$ cat src/rtl/hazard_fwd_unit.sv
// hazard_fwd_unit: hazard controller for a 5-stage in-order pipeline.
// Drives the front-end hold, the ID/EX bubble, the EX operand forwarding
// selects and a global freeze for data-memory waits. It tracks a single
// outstanding multi-cycle (mul/div) result in a small scoreboard and keeps
// two saturating performance counters.
module hazard_fwd_unit #(
    parameter int REG_AW   = 5,
    parameter int NUM_REGS = 32,
    parameter bit FWD_EN   = 1'b1,
    parameter int CNT_W    = 16
) (
    input  logic              clk,
    input  logic              rst_n,
    input  logic              id_valid,
    input  logic [REG_AW-1:0] rs1_id,
    input  logic [REG_AW-1:0] rs2_id,
    input  logic [REG_AW-1:0] rd_id,
    input  logic              rs1_used,
    input  logic              rs2_used,
    input  logic              regwrite_id,
    input  logic              id_is_mc,
    input  logic [REG_AW-1:0] rs1_ex,
    input  logic [REG_AW-1:0] rs2_ex,
    input  logic [REG_AW-1:0] rd_ex,
    input  logic [REG_AW-1:0] rd_mem,
    input  logic [REG_AW-1:0] rd_wb,
    input  logic              regwrite_ex,
    input  logic              regwrite_mem,
    input  logic              regwrite_wb,
    input  logic              mem_read_ex,
    input  logic              mem_req_mem,
    input  logic              mem_ready,
    input  logic              mc_issue,
    input  logic [REG_AW-1:0] mc_rd,
    input  logic              mc_done,
    output logic              stall_front,
    output logic              bubble_ex,
    output logic              freeze,
    output logic [1:0]        fwd_a,
    output logic [1:0]        fwd_b,
    output logic              mc_busy,
    output logic              err,
    output logic [CNT_W-1:0]  stall_cycles,
    output logic [CNT_W-1:0]  loaduse_cnt
);

    localparam logic [REG_AW-1:0] REG_ZERO = {REG_AW{1'b0}};
    localparam logic [CNT_W-1:0]  CNT_MAX  = {CNT_W{1'b1}};
    localparam logic [CNT_W-1:0]  CNT_ONE  = {{(CNT_W-1){1'b0}}, 1'b1};

    typedef enum logic [0:0] {
        ST_IDLE     = 1'b0,
        ST_MEM_WAIT = 1'b1
    } state_e;

    // Operand select for one EX source: the youngest producer (MEM) wins over
    // WB, and x0 is hard-wired so it is never forwarded.
    function automatic logic [1:0] fwd_sel(
        input logic [REG_AW-1:0] rs,
        input logic              wr_mem,
        input logic [REG_AW-1:0] dst_mem,
        input logic              wr_wb,
        input logic [REG_AW-1:0] dst_wb
    );
        logic [1:0] sel;
        if (rs == REG_ZERO) begin
            sel = 2'b00;
        end else if (wr_mem && (dst_mem == rs)) begin
            sel = 2'b10;
        end else if (wr_wb && (dst_wb == rs)) begin
            sel = 2'b01;
        end else begin
            sel = 2'b00;
        end
        return sel;
    endfunction

    // True when any later stage will write the given source register.
    function automatic logic stage_writes(input logic [REG_AW-1:0] src);
        return (regwrite_ex  && (rd_ex  == src)) ||
               (regwrite_mem && (rd_mem == src)) ||
               (regwrite_wb  && (rd_wb  == src));
    endfunction

    state_e               state_q, state_d;
    logic [NUM_REGS-1:0]  pending_q, pending_d;
    logic                 mc_busy_q, mc_busy_d;
    logic                 err_q, err_d;
    logic [CNT_W-1:0]     stall_cycles_q, stall_cycles_d;
    logic [CNT_W-1:0]     loaduse_cnt_q, loaduse_cnt_d;

    logic                 rs1_chk, rs2_chk;
    logic                 raw_hit, load_use, sb_hit, struct_hit, hazard;

    // EX operand forwarding selects; disabled builds always read the regfile.
    always_comb begin
        fwd_a = 2'b00;
        fwd_b = 2'b00;
        if (FWD_EN) begin
            fwd_a = fwd_sel(rs1_ex, regwrite_mem, rd_mem, regwrite_wb, rd_wb);
            fwd_b = fwd_sel(rs2_ex, regwrite_mem, rd_mem, regwrite_wb, rd_wb);
        end else begin
            fwd_a = 2'b00;
            fwd_b = 2'b00;
        end
    end

    // Hazard detection and the resulting stall/bubble/freeze controls.
    always_comb begin
        rs1_chk  = id_valid && rs1_used && (rs1_id != REG_ZERO);
        rs2_chk  = id_valid && rs2_used && (rs2_id != REG_ZERO);
        load_use = 1'b0;
        raw_hit  = 1'b0;
        if (FWD_EN) begin
            // Only a load in EX cannot be covered by forwarding.
            load_use = mem_read_ex &&
                       ((rs1_chk && (rd_ex == rs1_id)) ||
                        (rs2_chk && (rd_ex == rs2_id)));
            raw_hit  = load_use;
        end else begin
            load_use = 1'b0;
            raw_hit  = (rs1_chk && stage_writes(rs1_id)) ||
                       (rs2_chk && stage_writes(rs2_id));
        end
        // pending_q[0] is never set, so x0 never hits the scoreboard.
        sb_hit     = id_valid &&
                     ((rs1_used    && pending_q[rs1_id]) ||
                      (rs2_used    && pending_q[rs2_id]) ||
                      (regwrite_id && pending_q[rd_id]));
        struct_hit = id_valid && id_is_mc && mc_busy_q;
        hazard     = raw_hit || sb_hit || struct_hit;
        // Freeze is decoded straight from MEM so it covers the first wait cycle.
        freeze      = mem_req_mem && !mem_ready;
        stall_front = hazard || freeze;
        bubble_ex   = hazard && !freeze;
    end

    // Next state for the memory-wait tracker, scoreboard, error flag and counters.
    always_comb begin
        state_d        = state_q;
        pending_d      = pending_q;
        mc_busy_d      = mc_busy_q;
        err_d          = err_q;
        stall_cycles_d = stall_cycles_q;
        loaduse_cnt_d  = loaduse_cnt_q;

        case (state_q)
            ST_IDLE: begin
                if (mem_req_mem && !mem_ready) begin
                    state_d = ST_MEM_WAIT;
                end else begin
                    state_d = ST_IDLE;
                end
            end
            ST_MEM_WAIT: begin
                if (mem_ready) begin
                    state_d = ST_IDLE;
                end else begin
                    state_d = ST_MEM_WAIT;
                end
            end
            default: begin
                state_d = ST_IDLE;
            end
        endcase

        // A second issue while one op is outstanding is a protocol error.
        if (mc_issue && mc_busy_q) begin
            err_d = 1'b1;
        end else begin
            err_d = err_q;
        end

        if (mc_busy_q && mc_done) begin
            pending_d = {NUM_REGS{1'b0}};
            mc_busy_d = 1'b0;
        end else if (!mc_busy_q && mc_issue && (mc_rd != REG_ZERO)) begin
            pending_d[mc_rd] = 1'b1;
            mc_busy_d        = 1'b1;
        end else begin
            pending_d = pending_q;
            mc_busy_d = mc_busy_q;
        end

        if (stall_front && (stall_cycles_q != CNT_MAX)) begin
            stall_cycles_d = stall_cycles_q + CNT_ONE;
        end else begin
            stall_cycles_d = stall_cycles_q;
        end

        if (load_use && (loaduse_cnt_q != CNT_MAX)) begin
            loaduse_cnt_d = loaduse_cnt_q + CNT_ONE;
        end else begin
            loaduse_cnt_d = loaduse_cnt_q;
        end
    end

    // State registers with synchronous active-low reset.
    always_ff @(posedge clk) begin
        if (!rst_n) begin
            state_q        <= ST_IDLE;
            pending_q      <= {NUM_REGS{1'b0}};
            mc_busy_q      <= 1'b0;
            err_q          <= 1'b0;
            stall_cycles_q <= {CNT_W{1'b0}};
            loaduse_cnt_q  <= {CNT_W{1'b0}};
        end else begin
            state_q        <= state_d;
            pending_q      <= pending_d;
            mc_busy_q      <= mc_busy_d;
            err_q          <= err_d;
            stall_cycles_q <= stall_cycles_d;
            loaduse_cnt_q  <= loaduse_cnt_d;
        end
    end

    assign mc_busy      = mc_busy_q;
    assign err          = err_q;
    assign stall_cycles = stall_cycles_q;
    assign loaduse_cnt  = loaduse_cnt_q;

endmodule

$ cat config.mk
export PLATFORM = sky130hd
export DESIGN_NAME = hazard_fwd_unit
export DESIGN_NICKNAME = d
export VERILOG_FILES = /design/src/rtl/hazard_fwd_unit.sv
export SDC_FILE = /design/constraint.sdc
export NUM_CORES = 1
export LEC_CHECK = 0
export CELL_PAD_IN_SITES_DETAIL_PLACEMENT = 1
export CELL_PAD_IN_SITES_GLOBAL_PLACEMENT = 2
export CORE_MARGIN = 2
export CORE_UTILIZATION = 26
export DETAILED_ROUTE_END_ITERATION = 8
export HOLD_SLACK_MARGIN = 0.1
export PLACE_DENSITY_LB_ADDON = 0.08
export REMOVE_ABC_BUFFERS = 1
export SLEW_MARGIN = 20
export SYNTH_ARGS = -nofsm -noshare
export SYNTH_HDL_FRONTEND = slang
export SYNTH_SLANG_ARGS = --single-unit
$ cat constraint.sdc
create_clock -name clk -period 2.6 [get_ports clk]
set_input_delay 0.39 -clock clk [delete_from_list [all_inputs] [get_ports clk]]
set_output_delay 0.39 -clock clk [all_outputs]
set_load 0.03 [all_outputs]
==> impl_summary.log, run 1 <==
[metrics] CTS Hold Buffers Added: 0
[metrics] fin. max-slew vios: 0
[metrics] R2R setup slack: -0.01 ns
[metrics] WP data arrival: 2.39 ns
[metrics] Worst R2R Start: pending_q[26]$_SDFFE_PP0P_
[metrics] final clock skew: 0.00547 ns
[metrics] Fillers: 1,729
[metrics] Inserted Clock Buffers: 9
[metrics] worst min path class: flop to flop
[metrics] Critical-path top delay cell: mux4_2
[metrics] type of destination of the critical path: output pin
[metrics] Setup Crit Path Kind: flop to output pin
[metrics] number of DRC markers in iteration 0: 149
[metrics] number of enable-type register cells in the synthesized netlist: 0
[metrics] final hold slack: between 0.4 and 0.5 ns
[metrics] gate count of the mapped netlist: 446
[metrics] YS warnings: 0
[metrics] shortest clock period the worst path allows after layout: about 2.8 ns
[metrics] Detailed Place HPWL: approximately 11 mm
[metrics] most frequent standard cell in the layout excluding fill and tap cells: clkdlybuf4s50_1
[metrics] met2 layer wire length in the routed design: 6.87 mm
[metrics] ant diodes: 0
[metrics] met1 wire length: 6.66 mm
[metrics] power density normalized to cell area: 458 nW/µm²
[metrics] worst-path fanout max: 4
[metrics] Chip Height: 128 µm
[metrics] violations in the final reports: negative setup slack
[metrics] number of unique standard cell types used by synthesis: 58
[metrics] sinks on the clock net: 66
[metrics] Post-Syn Area per Cell: 8.94 µm²
[metrics] share of async-settable or async-resettable flops after synthesis: 0%
[metrics] initial core utilization: 26.4%
[metrics] router iterations before antenna repair: 4
[metrics] top routing layer in use: met4
[metrics] count of input and output buffers: 99
[metrics] status: complete, but fails checks
[metrics] capturing point of the worst reg2reg path: stall_cycles[1]$_SDFFE_PN0P_
[metrics] total track usage: 18.3%
[metrics] residual DRC count: 0
[metrics] slew at the pin closest to its max-slew limit: 0.772 ns
[metrics] CTS clk-pin slew, worst paths: around 0.060 ns
[metrics] Final Routed Wirelength: 14.4 mm
[metrics] required time of the critical path: ~2.2 ns
[metrics] weighted congestion reported at the end of routability-driven placement: 0.825
[metrics] Critical Path, Cell by Cell: mux4_2 -> mux4_2 -> and2_4 -> o21ai_4 -> a31oi_4 -> nor2_2 -> inv_1 -> buf_6
[metrics] CTS tree: yes
[metrics] worst-case clock buffer depth: 2
[metrics] maximum vdd ir drop: approximately 0.30 mV
[metrics] highest-count cells in the layout ignoring fill and taps: clkdlybuf4s50_1, buf_4, nor2_1, dfxtp_1, a21oi_1
[metrics] flip-flop cell with the highest count after synthesis: dfxtp_1
[metrics] Layout area overhead: 57.3%
[metrics] wire per inst: 17.7 µm
[metrics] antenna violations before repair: 0
[metrics] worst-case reg-to-reg path depth: 13
[metrics] fin util: 41.5%
[metrics] Vias: 4,063
[metrics] global-route wire length before repair: 23.1 mm
[metrics] clock latency of the later-clocked register in the worst-skew pair: 0.34 ns
[metrics] total overflow reported by the global router: 0
[metrics] Top-Level Pins: approximately 100
[metrics] Layout Nets: 683
[metrics] filler-free cell count of the finished design: 812
[metrics] # placed instances: around 800
[metrics] fraction of final layout cells with drive strength greater than 1: 27.7%
[metrics] Die Width: 128 µm
[metrics] Max Cap Violations: 0
[metrics] post-route fraction of the period consumed by the critical path: 107%
[metrics] overall power of the completed layout: about 2900 µW
[metrics] P_leak: 0.00239 µW
[metrics] f_max: approximately 360 MHz
[metrics] pin count of the biggest net entering global routing: 33
[metrics] cell area after technology mapping: 3990 µm²
[metrics] clock tree root driver cell: clkbuf_16
[metrics] Die Outline Area: 16,300 µm²
[metrics] total of flip-flops plus latches after synthesis: 66
[metrics] cell area after placement: around 5700 µm²
[metrics] most numerous cell on the critical path: mux4_2
[metrics] endpoints failing hold: 0
[metrics] Layout Cell Area excl Fill: 6270 µm²
[metrics] slew margin rel.: 48.4%
[metrics] fraction of the yosys area taken by sequential cells: 33.2%
[metrics] RSZ-0062 raised after global routing: yes
[metrics] number of global-route vias before repair: 4,197
[metrics] Vias per Instance: approximately 5.0
[metrics] met3 wirelength from detailed routing: slightly below 700 µm
[metrics] slowest stage delay, CP: around 0.47 ns
[metrics] launch point of the critical path: pending_q[19]$_SDFFE_PP0P_
[metrics] Antenna Nets Post-Route: 0
[metrics] endpoint of the worst setup timing path: stall_front
[metrics] area of the placeable core: 15,100 µm²
[metrics] CTS H-tree depth: 3
[metrics] number of placement rows: 45
[metrics] Worst setup SP type: flop
[metrics] setup violators final: 3
[metrics] post-route setup slack: -0.183 ns
-- metal layers --
metal / track usage, % / vias to the layer above
met5: 0 / -
met4: 5.30 / 0
met3: 4.22 / 13
met2: 30.5 / 94
met1: 23.6 / 1977
li1: - / 1979
-- kinds of logic after synthesis --
family / count (synthesis) / synth area share (%)
xor gates and xnor gates: 45 / 9.89
DFF: 66 / 33.2
adders and majority gates: 2 / 0.628
muxes: 37 / 16.3
buffers and inverters: 27 / 3.26
and+or+nand+nor: 199 / 26.1
AOI/OAI and AO/OA: 70 / 10.7
-- metrics by stage --
stage | TNS [ns] | setup slack (ns)
finish | -0.372 | -0.183
global route | -1.43 | -0.293
CTS | -0.981 | -0.226
detailed placement | -18.17 | -1.27
global placement | -16.61 | -1.19
floorplan | 0 | 0.0692
-- where the power goes --
group / total, µW / switching, µW / internal [µW]
registers: 1030 / 11.7 / 1020
clock network: 1330 / 476 / 858
logic: 503 / 242 / 261
-- state kept, by name (all words and copies together), names as in the netlist --
| register | flops |
|---|---|
| err | 1 |
| mc_busy | 1 |
| stall_cycles | 16 |
| loaduse_cnt | 16 |
| pending_q | 32 |
-- worst max-delay path, delay by kind of cell (launching register included) --
family | cells | cell delay (ns)
mux | 2 | 0.93
simple gates | 2 | 0.30
compound gates | 2 | 0.29
flops | 1 | 0.34
buf+inv | 2 | 0.19
-- worst min path at each step --
stage / start / to / slack, ns / depth (start not counted)
CTS: err$_SDFFE_PN0P_ / err$_SDFFE_PN0P_ / 0.49 / 2
global placement: err$_SDFFE_PN0P_ / err$_SDFFE_PN0P_ / 0.46 / 2
finish: err$_SDFFE_PN0P_ / err$_SDFFE_PN0P_ / 0.48 / 2
floorplan: pending_q[22]$_SDFFE_PP0P_ / pending_q[22]$_SDFFE_PP0P_ / 0.46 / 2
detailed placement: err$_SDFFE_PN0P_ / err$_SDFFE_PN0P_ / 0.47 / 2
global route: err$_SDFFE_PN0P_ / err$_SDFFE_PN0P_ / 0.51 / 2
-- synth_stat cells, drive strengths merged (8+ instances only) --
| cell | number | share of area (%) |
|---|---|---|
| dfxtp | 66 | 33 |
| nand4 | 13 | 2.0 |
| buf | 8 | 1.5 |
| nor2 | 68 | 6.4 |
| nor3 | 10 | 1.4 |
| nand2 | 26 | 2.6 |
| nand3 | 19 | 2.4 |
| xor2 | 20 | 4.4 |
| xnor2 | 25 | 5.5 |
| and2 | 8 | 1.3 |
| mux4 | 21 | 12 |
| a21oi | 38 | 4.9 |
| and3 | 12 | 1.9 |
| clkbuf | 12 | 1.1 |
| mux2i | 11 | 2.8 |
-- repair_timing --
item,CTS,global route
cloned,1,0
setup buffers,13,1
pin swaps,21,14
endpoints found under the setup margin,23,17
gates resized for setup,61,34
-- area by class of cell --
cell class | instances | area, µm² | share of cell area [%]
Multi-Input combinational cell | 354 | 2690 | 42.9
Timing Repair Buffer | 183 | 1670 | 26.6
Sequential cell | 66 | 1340 | 21.3
Clock buffer | 10 | 239 | 3.81
Tap cell | 188 | 235 | 3.75
Clock inverter | 4 | 76.3 | 1.22
Inverter | 7 | 26.3 | 0.419
No activity file was read; power rests on OpenSTA's default activity.
==> run 2, diff against run 1 <==
--- a/config.mk
+++ b/config.mk
@@ -5,6 +5,7 @@
 export SDC_FILE = /design/constraint.sdc
 export NUM_CORES = 1
 export LEC_CHECK = 0
+export CAP_MARGIN = 40
 export CELL_PAD_IN_SITES_DETAIL_PLACEMENT = 1
 export CELL_PAD_IN_SITES_GLOBAL_PLACEMENT = 2
 export CORE_MARGIN = 2
==> constraint.sdc (replaced) <==
create_clock -name clk -period 2.45 [get_ports clk]
set_input_delay 0.3675 -clock clk [delete_from_list [all_inputs] [get_ports clk]]
set_output_delay 0.3675 -clock clk [all_outputs]
set_load 0.03 [all_outputs]
==> impl_summary.log, run 2 (synthesis gave the netlist of run 1 again) <==
[metrics] register with the most flip-flops: pending_q
[metrics] Setup Crit Path Kind: flop to output pin
[metrics] worst-case clock buffer depth: 2
[metrics] Layout area overhead: 59.5%
[metrics] router iterations before antenna repair: 4
[metrics] worst-path fanout max: 2
[metrics] shortest clock period the worst path allows after layout: 2.71 ns
[metrics] flip-flop count of the largest register, all copies and words added: 32
[metrics] power density normalized to cell area: 472 nW/µm²
[metrics] violations in the final reports: negative setup slack
[metrics] Antenna Nets Post-Route: 0
[metrics] setup violators final: 17
[metrics] Max Cap Violations: 0
[metrics] clock latency of the later-clocked register in the worst-skew pair: 0.34 ns
[metrics] sinks on the clock net: between 60 and 70
[metrics] initial core utilization: 26.4%
[metrics] Top-Level Pins: 101
[metrics] endpoints failing hold: 0
[metrics] Inserted Clock Buffers: 9
[metrics] overall power of the completed layout: approximately 3000 µW
[metrics] number of global-route vias before repair: 4,312
[metrics] P_leak: roughly 0.0024 µW
[metrics] most frequent standard cell in the layout excluding fill and tap cells: clkdlybuf4s50_1
[metrics] CTS tree: yes
[metrics] CTS Hold Buffers Added: 0
[metrics] Worst setup SP type: flop
[metrics] weighted congestion reported at the end of routability-driven placement: ~0.81
[metrics] Detailed Place HPWL: 11.0 mm
[metrics] Die Outline Area: 16,300 µm²
[metrics] Vias per Instance: 5.00
[metrics] count of input and output buffers: 99
[metrics] RSZ-0062 raised after global routing: yes
[metrics] filler-free cell count of the finished design: 822
[metrics] residual DRC count: 0
[metrics] Fillers: 1,758
[metrics] type of destination of the critical path: output pin
[metrics] # placed instances: 788
[metrics] fraction of final layout cells with drive strength greater than 1: 27.9%
[metrics] wire per inst: 17.5 µm
[metrics] post-route fraction of the period consumed by the critical path: 111%
[metrics] R2R setup slack: -0.26 ns
[metrics] fin. max-slew vios: 0
[metrics] required time of the critical path: 2.08 ns
[metrics] total track usage: 18.0%
[metrics] WP data arrival: 2.35 ns
[metrics] f_max: 369 MHz
[metrics] highest-count cells in the layout ignoring fill and taps: clkdlybuf4s50_1, buf_4, nor2_1, dfxtp_1, a21oi_1
[metrics] area of the placeable core: 15,100 µm²
[metrics] maximum vdd ir drop: 0.300 mV
[metrics] final clock skew: 0.00775 ns
[metrics] post-route setup slack: -0.263 ns
[metrics] clock tree root driver cell: clkbuf_16
[metrics] global-route wire length before repair: 22.9 mm
[metrics] worst min path class: flop to flop
[metrics] number of DRC markers in iteration 0: 108
[metrics] Layout Nets: approximately 690
[metrics] Final Routed Wirelength: 14.4 mm
[metrics] pin count of the biggest net entering global routing: 33
[metrics] Die Width: roughly 130 µm
[metrics] antenna violations before repair: 0
[metrics] Chip Height: 128 µm
[metrics] slew at the pin closest to its max-slew limit: 0.551 ns
[metrics] CTS clk-pin slew, worst paths: roughly 0.05 ns
[metrics] slew margin rel.: 63.2%
[metrics] total overflow reported by the global router: 0
[metrics] number of placement rows: 45
[metrics] ant diodes: 0
[metrics] Vias: 4,109
[metrics] CTS H-tree depth: 3
[metrics] final setup TNS: -3.14 ns
[metrics] status: complete, but fails checks
-- run 2: routing by layer --
layer  GRT usage, %  vias up  routed length (µm)
li1               -     1995                   -
met1           23.0     2007                6660
met2           29.9       89                6750
met3           4.38       18                 700
met4           6.27        0                 254
met5              0        -                   0
-- run 2: per-stage QoR --
stage                     area, µm²  setup WS [ns]  hold WS [ns]  util (%)
after floorplan                3880        -0.0358         0.461         -
after global placement         5670          -1.29         0.463      37.6
after detailed placement       5670          -1.36         0.467      37.6
after CTS                      6230         -0.318         0.493      41.3
after global routing           6360         -0.346         0.527      42.1
final                          6360         -0.263         0.483      42.1
-- run 2: path summary, 6_finish.rpt --
kind,from,cells after the start,end
setup reg to reg,pending_q[31]$_SDFFE_PP0P_,13,stall_cycles[9]$_SDFFE_PN0P_
hold reg to reg,err$_SDFFE_PN0P_,2,err$_SDFFE_PN0P_
setup / recovery,pending_q[31]$_SDFFE_PP0P_,8,bubble_ex
hold / removal,err$_SDFFE_PN0P_,2,err$_SDFFE_PN0P_
-- run 2: worst max-delay path, stage by stage (launching register included) --
cell and delay, ns:
dfxtp_2 0.32, mux4_2 0.47, mux4_2 0.47, and2_4 0.16, o21ai_4 0.16, a31oi_4 0.12, nor2_1 0.10, nor2_1 0.05
buf_4 0.16
-- run 2: report_power, final --
group	leakage, µW	internal (µW)	total [µW]	switching (µW)
Clock	0.000153	844	1340	501
Sequential	0.000538	1090	1100	10.9
Combinational	0.00173	293	557	264
Total	0.00243	2220	3000	775
-- run 2: cell type report --
class | count | area (µm²) | share of cell area [%]
multi-input cells | 354 | 2710 | 42.6
well taps | 188 | 235 | 3.70
flip-flops and latches | 66 | 1330 | 21.0
inverters | 7 | 26.3 | 0.413
clock inverters | 4 | 48.8 | 0.768
repair buffers | 191 | 1750 | 27.5
clock buffers | 12 | 256 | 4.04
-- run 2: what timing repair did --
action	4_1_cts	5_1_grt
endpoints found under the setup margin	26	23
buffers inserted	15	6
pin swaps	22	10
gates cloned	1	0
gates resized for setup	63	28
